**src/rtl/musa_trace_buffer.sv**
```systemverilog
// musa_trace_buffer
// Passive execution-trace recorder for the MUSA core. Each retiring
// instruction (cap_valid) is stored with a cycle timestamp in a circular
// buffer. Capture modes: 0 = free-running wrap, 1 = stop-when-full,
// 2 = trigger plus post-trigger window (3 behaves as 0). After capture the
// records are read oldest-first through a one-cycle-latency port.
//
// Ports:
//   clk, rst            clock, synchronous active-low reset
//   cap_valid           record this cycle's retiring instruction
//   pc_src .. reg_write control flags of the retiring instruction
//   alu_op, instruction, wb_data  recorded payload
//   mode                capture mode, latched on arm
//   arm / disarm        start (clears buffer) / stop capture
//   trig                trigger event for mode 2
//   rd_en               read request (honoured in DONE only)
//   rd_data, rd_valid   record {ts, flags, alu_op, instruction, wb_data}
//   count               records currently held
//   state               0 IDLE, 1 ARMED, 2 POST, 3 DONE
//   overflow            a record was overwritten since arm
module musa_trace_buffer #(
  parameter int DATA_WIDTH   = 32,
  parameter int INSTR_WIDTH  = 32,
  parameter int ALU_OP_WIDTH = 6,
  parameter int TS_WIDTH     = 16,
  parameter int DEPTH        = 16,
  parameter int POST_COUNT   = 4,
  localparam int ENTRY_W = TS_WIDTH + 6 + ALU_OP_WIDTH + INSTR_WIDTH + DATA_WIDTH,
  localparam int ADDR_W  = $clog2(DEPTH),
  localparam int CNT_W   = ADDR_W + 1
) (
  input  logic                    clk,
  input  logic                    rst,
  input  logic                    cap_valid,
  input  logic                    pc_src,
  input  logic                    mem_read,
  input  logic                    mem_write,
  input  logic                    push,
  input  logic                    pop,
  input  logic                    reg_write,
  input  logic [ALU_OP_WIDTH-1:0] alu_op,
  input  logic [INSTR_WIDTH-1:0]  instruction,
  input  logic [DATA_WIDTH-1:0]   wb_data,
  input  logic [1:0]              mode,
  input  logic                    arm,
  input  logic                    disarm,
  input  logic                    trig,
  input  logic                    rd_en,
  output logic [ENTRY_W-1:0]      rd_data,
  output logic                    rd_valid,
  output logic [CNT_W-1:0]        count,
  output logic [1:0]              state,
  output logic                    overflow
);

  localparam logic [1:0] S_IDLE  = 2'd0;
  localparam logic [1:0] S_ARMED = 2'd1;
  localparam logic [1:0] S_POST  = 2'd2;
  localparam logic [1:0] S_DONE  = 2'd3;

  localparam logic [CNT_W-1:0] CNT_FULL = CNT_W'(DEPTH);
  localparam logic [CNT_W-1:0] CNT_LAST = CNT_W'(DEPTH - 1);

  logic [ENTRY_W-1:0]  mem [DEPTH];
  logic [ENTRY_W-1:0]  rec_p0;
  logic [ADDR_W-1:0]   wr_ptr;
  logic [ADDR_W-1:0]   rd_ptr;
  logic [ADDR_W-1:0]   post_left;
  logic [TS_WIDTH-1:0] ts;
  logic [1:0]          mode_q;
  logic                capturing;
  logic                cap_en;
  logic                rd_fire;
  logic                full;

  // Stage p0: record assembled from the live core signals and current ts
  assign rec_p0 = {ts, pc_src, mem_read, mem_write, push, pop, reg_write,
                   alu_op, instruction, wb_data};

  // arm wins over everything else in its cycle, so it masks capture and read
  assign capturing = (state == S_ARMED) || (state == S_POST);
  assign cap_en    = !arm && capturing && cap_valid;
  assign rd_fire   = !arm && (state == S_DONE) && rd_en && (count != '0);
  assign full      = (count == CNT_FULL);

  // Record storage holds data only, so it carries no reset
  always_ff @(posedge clk) begin
    if (cap_en) begin
      mem[wr_ptr] <= rec_p0;
    end
  end

  // Stage p1: control state and registered read port
  always_ff @(posedge clk) begin
    if (!rst) begin
      state     <= S_IDLE;
      wr_ptr    <= '0;
      rd_ptr    <= '0;
      count     <= '0;
      ts        <= '0;
      overflow  <= 1'b0;
      rd_valid  <= 1'b0;
      rd_data   <= '0;
      mode_q    <= 2'd0;
      post_left <= '0;
    end else begin
      rd_valid <= 1'b0;
      if (arm) begin
        state     <= S_ARMED;
        wr_ptr    <= '0;
        rd_ptr    <= '0;
        count     <= '0;
        ts        <= '0;
        overflow  <= 1'b0;
        post_left <= '0;
        mode_q    <= (mode == 2'd3) ? 2'd0 : mode;
      end else begin
        if (capturing) begin
          ts <= ts + TS_WIDTH'(1);
          if (cap_en) begin
            wr_ptr <= wr_ptr + ADDR_W'(1);
            if (full) begin
              // Wrap: drop the oldest record by dragging the read side along
              rd_ptr   <= rd_ptr + ADDR_W'(1);
              overflow <= 1'b1;
            end else begin
              count <= count + CNT_W'(1);
            end
          end
          if (disarm) begin
            state <= S_DONE;
          end else if ((mode_q == 2'd1) && cap_en && (count == CNT_LAST)) begin
            state <= S_DONE;
          end else if (mode_q == 2'd2) begin
            if ((state == S_ARMED) && trig) begin
              // A capture in the trigger cycle is not part of the window
              post_left <= ADDR_W'(POST_COUNT);
              state     <= (POST_COUNT == 0) ? S_DONE : S_POST;
            end else if ((state == S_POST) && cap_en) begin
              post_left <= post_left - ADDR_W'(1);
              if (post_left == ADDR_W'(1)) begin
                state <= S_DONE;
              end
            end
          end
        end
        if (rd_fire) begin
          rd_data  <= mem[rd_ptr];
          rd_valid <= 1'b1;
          rd_ptr   <= rd_ptr + ADDR_W'(1);
          count    <= count - CNT_W'(1);
        end
      end
    end
  end

endmodule

```
**config.mk**
```make
export PLATFORM = sky130hd
export DESIGN_NAME = musa_trace_buffer
export DESIGN_NICKNAME = d
export VERILOG_FILES = /design/src/rtl/musa_trace_buffer.sv
export SDC_FILE = /design/constraint.sdc
export NUM_CORES = 2
export LEC_CHECK = 0
export ABC_AREA = 1
export ABC_CLOCK_PERIOD_IN_PS = 6100
export CAP_MARGIN = 40
export CORE_MARGIN = 1
export CORE_UTILIZATION = 35
export CTS_CLUSTER_DIAMETER = 40
export CTS_CLUSTER_SIZE = 10
export DETAILED_ROUTE_END_ITERATION = 7
export DONT_BUFFER_PORTS = 1
export PLACE_DENSITY = 0.49
export SLEW_MARGIN = 10
export SYNTH_ARGS = -nofsm -noshare
export SYNTH_HDL_FRONTEND = slang
export SYNTH_SLANG_ARGS = --single-unit
```
**constraint.sdc**
```tcl
create_clock -name clk -period 6.1 [get_ports clk]
set_input_delay 0.915 -clock clk [delete_from_list [all_inputs] [get_ports clk]]
set_output_delay 0.915 -clock clk [all_outputs]
set_load 0.01 [all_outputs]
```
==> flow_metrics.tcl <==
set metrics [dict create \
    status "complete, no violations" \
    fin_crit_ns 3.66 \
    synth.most_common_cell "nand2_1" \
    reg2reg_depth 8 \
    grt_usage_pct 18.7 \
    worst-endpoint-arrival_ns 4.15 \
    slowest_delay_ns 0.72 \
    grt_start_max_net_pins 199 \
    yosysTopAreaCell "edfxtp_1" \
    ant_nets 0 \
    synth-edff-count 1472 \
    rsz0062_at_grt "no" \
    min_path_type "in2reg" \
    syn_nets 6655 \
    synth.yosys.warnings 0 \
    intPower_mw 22.2 \
    worst_setup_path_end_kind "flip-flop" \
    clkSlewWorstSetupHoldPaths_ns 0.05 \
    drc_errors 0 \
    wl_per_cell_um 19.8 \
    cts_sinks 1603 \
    slew_headroom_pct 31.2 \
    fill_cells 18100 \
    ir_drop_v 0.000182 \
    max_freq_ghz 0.273 \
    drive_gt1_share_pct 8.33 \
    io_pins 186 \
    tightest_slew_ns 1.03 \
    die_width_um 443 \
    yosys.area_share.simple_pct 22.3 \
    synth-adder-area-share_pct 0.287 \
    drt-vias-per-instance 4.76 \
    dieHeight_um 443 \
    hold-worst-slack_ns 0.101 \
    start_util_pct 35.3 \
    core_region_area_um2 193000 \
    cp_common_cell "nor2_4" \
    worst-path-buf-inv 3 \
    p_sw_share_pct 19.7 \
    netlist_instances 6555 \
    fp-row-count 161 \
    setup_violations 0 \
    hold_buffers 0 \
    grt_pass1_vias 43100 \
    power.density_nw_per_um2 347 \
    r2r_start "state[0]" \
    synth-async-reset-ratio_pct 0 \
    drv_cap 0 \
    crit_end "mem[9][53]" \
    synth_top_area_share_pct 65.0 \
    hpwl_mm 95.1 \
    cp_max_fo 37 \
    power_leakage_nw 32.3 \
    synth_area_leaders "edfxtp_1 65%, nand2_1 13%, nand3_1 7.6%, inv_1 4.8%, dfxtp_1 3.9%" \
    num_vias 44400 \
    syn-cell-area_um2 68000 \
    first_pass_iters 6 \
    synth.top_cells.by_count "2,376 x nand2_1, 1,472 x edfxtp_1, 1,029 x nand3_1" \
    rrSetupSlack_ns 2.44 \
    cts_htree_levels 5 \
    area_growth_pct 16.9 \
    gp_congestion 0.743 \
    io_buffers 0 \
    slew_violations 0 \
    nets 6694 \
    power.switching_mw 5.45 \
    p_clk_share_pct 56.0 \
    cts_resized 0 \
    ys_seq_area_share_pct 68.9 \
    crit_path_start_kind "flip-flop" \
    cts_tree "done" \
    p_seq_share_pct 43.5 \
    syn_area_per_cell_um2 10.4 \
    hold_viol 0 \
    dieArea_um2 196000 \
    crit_family "simple AND/OR/NAND/NOR gates" \
    min_period_over_period_pct 60.0 \
    fin_tns_setup_ns 0 \
    gr-total-overflow 0 \
    pwr-share-comb_pct 0.5 \
    root_buffer "clkbuf_16" \
    crit_type "reg2reg" \
    slowest_stage "nor2_4" \
    crit_required_ns 6.59 \
    finalClockSkew_ns 0.0492 \
    clk_path_buf_depth 4 \
    crit_chain "inv_1 > ha_1 > inv_8 > nand2_4 > nor2_4 > nand2_1 > nor2_4 > buf_4" \
    clock_latency_ns 0.90 \
    grt_pass1_wl_mm 277 \
    antenna_found_initial 2 \
    post_cts_buffers 0 \
    synth_xor_area_share_pct 0.0644 \
    synth_ff_type "edfxtp_1" \
    drt-total-wl_mm 185 \
    cts_buffers 281 \
    timing.rr.end "mem[9][53]" \
    synth.area.mux_share_pct 0 \
    synth_seq_cells 1603 \
    yosys.cell_types.count 33 \
    synth-compound-area-share_pct 0.383 \
    synth_top_family_by_area "simple AND/OR/NAND/NOR gates" \
    crit_start "state[0]" \
    drt-initial-drc-count 3227 \
    worstSetupPathDepth 8 \
]
stage by stage:
| stage | instance area (um2) | power, mW | setup WS, ns | cells | utilization, % |
|---|---|---|---|---|---|
| after floorplan | 68000 | 12.3 | 0.218 | 6555 | - |
| after global placement | 69800 | 12.4 | 2.20 | 8817 | 36.2 |
| after detailed placement | 70300 | 12.4 | 2.41 | 8837 | 36.4 |
| after CTS | 79500 | 27.9 | 2.37 | 9324 | 41.2 |
| after global routing | 79500 | 28.4 | 2.20 | 9325 | 41.2 |
| final | 79500 | 27.6 | 2.44 | 9326 | 41.2 |
flip-flops by register name (all words and copies together) (netlist names):
| signal | flops |
|---|---|
| mem | 1472 |
| rd_data | 92 |
| ts | 16 |
| count | 5 |
| post_left | 4 |
| rd_ptr | 4 |
| wr_ptr | 4 |
| mode_q | 2 |
| state | 2 |
| overflow | 1 |
| rd_valid | 1 |
cell type report:
type / instances / area, um2 / share of cell area [%]
sequential: 1603 / 46800 / 58.9
multi-input combinational: 3738 / 15700 / 19.8
inverter: 874 / 3350 / 4.22
tap: 2526 / 3160 / 3.97
clock inverter: 146 / 1710 / 2.15
timing repair buffer: 96 / 1150 / 1.45
clock buffer: 341 / 7550 / 9.49
antenna: 2 / 5.00 / 0.00629
cells by family (layout without fill, tap and decap cells):
logic type      after synthesis  in the layout
other cells                   0              2
flops                      1603           1603
compound gates               51             51
fa+ha+maj                    15             15
xor+xnor                      5              5
simple gates               3667           3667
buf+inv                    1214           1457
routing by layer:
layer  vias to the layer above  GRT usage, %  share of wire [%]
li1                      21500             -                  -
met1                     21600          25.2                 45
met2                      1066          30.5                 47
met3                       276          3.66                5.3
met4                         0          5.34                2.1
met5                         -             0                  0
power by group through the flow:
stage               sequential [mW]  combinational, mW  clock [mW]
floorplan                      12.2             0.0872           0
detailed placement             12.2              0.135           0
global route                   12.0              0.149        16.3
global placement               12.2              0.133           0
CTS                            12.0              0.135        15.8
finish                         12.0              0.133        15.5
how the worst min path moves through the flow:
stage	startpoint	to	slack, ns	cells after the start
after floorplan	post_left[1]	post_left[1]	0.45	2
after global placement	post_left[1]	post_left[1]	0.46	2
after detailed placement	post_left[1]	post_left[1]	0.47	2
after CTS	instruction[27]	mem[9][59]	0.03	0
after global routing	instruction[26]	mem[11][58]	0.04	0
final	wb_data[2]	mem[0][2]	0.10	0
cell usage in the layout, fill, tap and decap left out, types with 4 or more instances in the layout:
cell type   Yosys  routed
xor2_1          5       5
buf_4          25      69
clkinvlp_4      0      22
dfxtp_4         0       4
edfxtp_1     1472    1472
inv_6           1      29
nand3_1      1029    1029
clkbuf_1       46      39
buf_16          0      13
dfxtp_1       131     127
buf_12          0      13
nand2_1      2376    2376
nor2_4          4      20
clkbuf_16       0     288
nor3_1          6       6
a21oi_1        31      31
nor2_1        239     223
clkinv_4        0      15
clkbuf_8        0      14
o21ai_0        18      18
clkinv_2        0      36
bufinv_16       0      31
nand4_1         7       7
ha_1           14      14
inv_1         866     865
clkinv_1        3      15
Power figures use the tool's default switching activity.
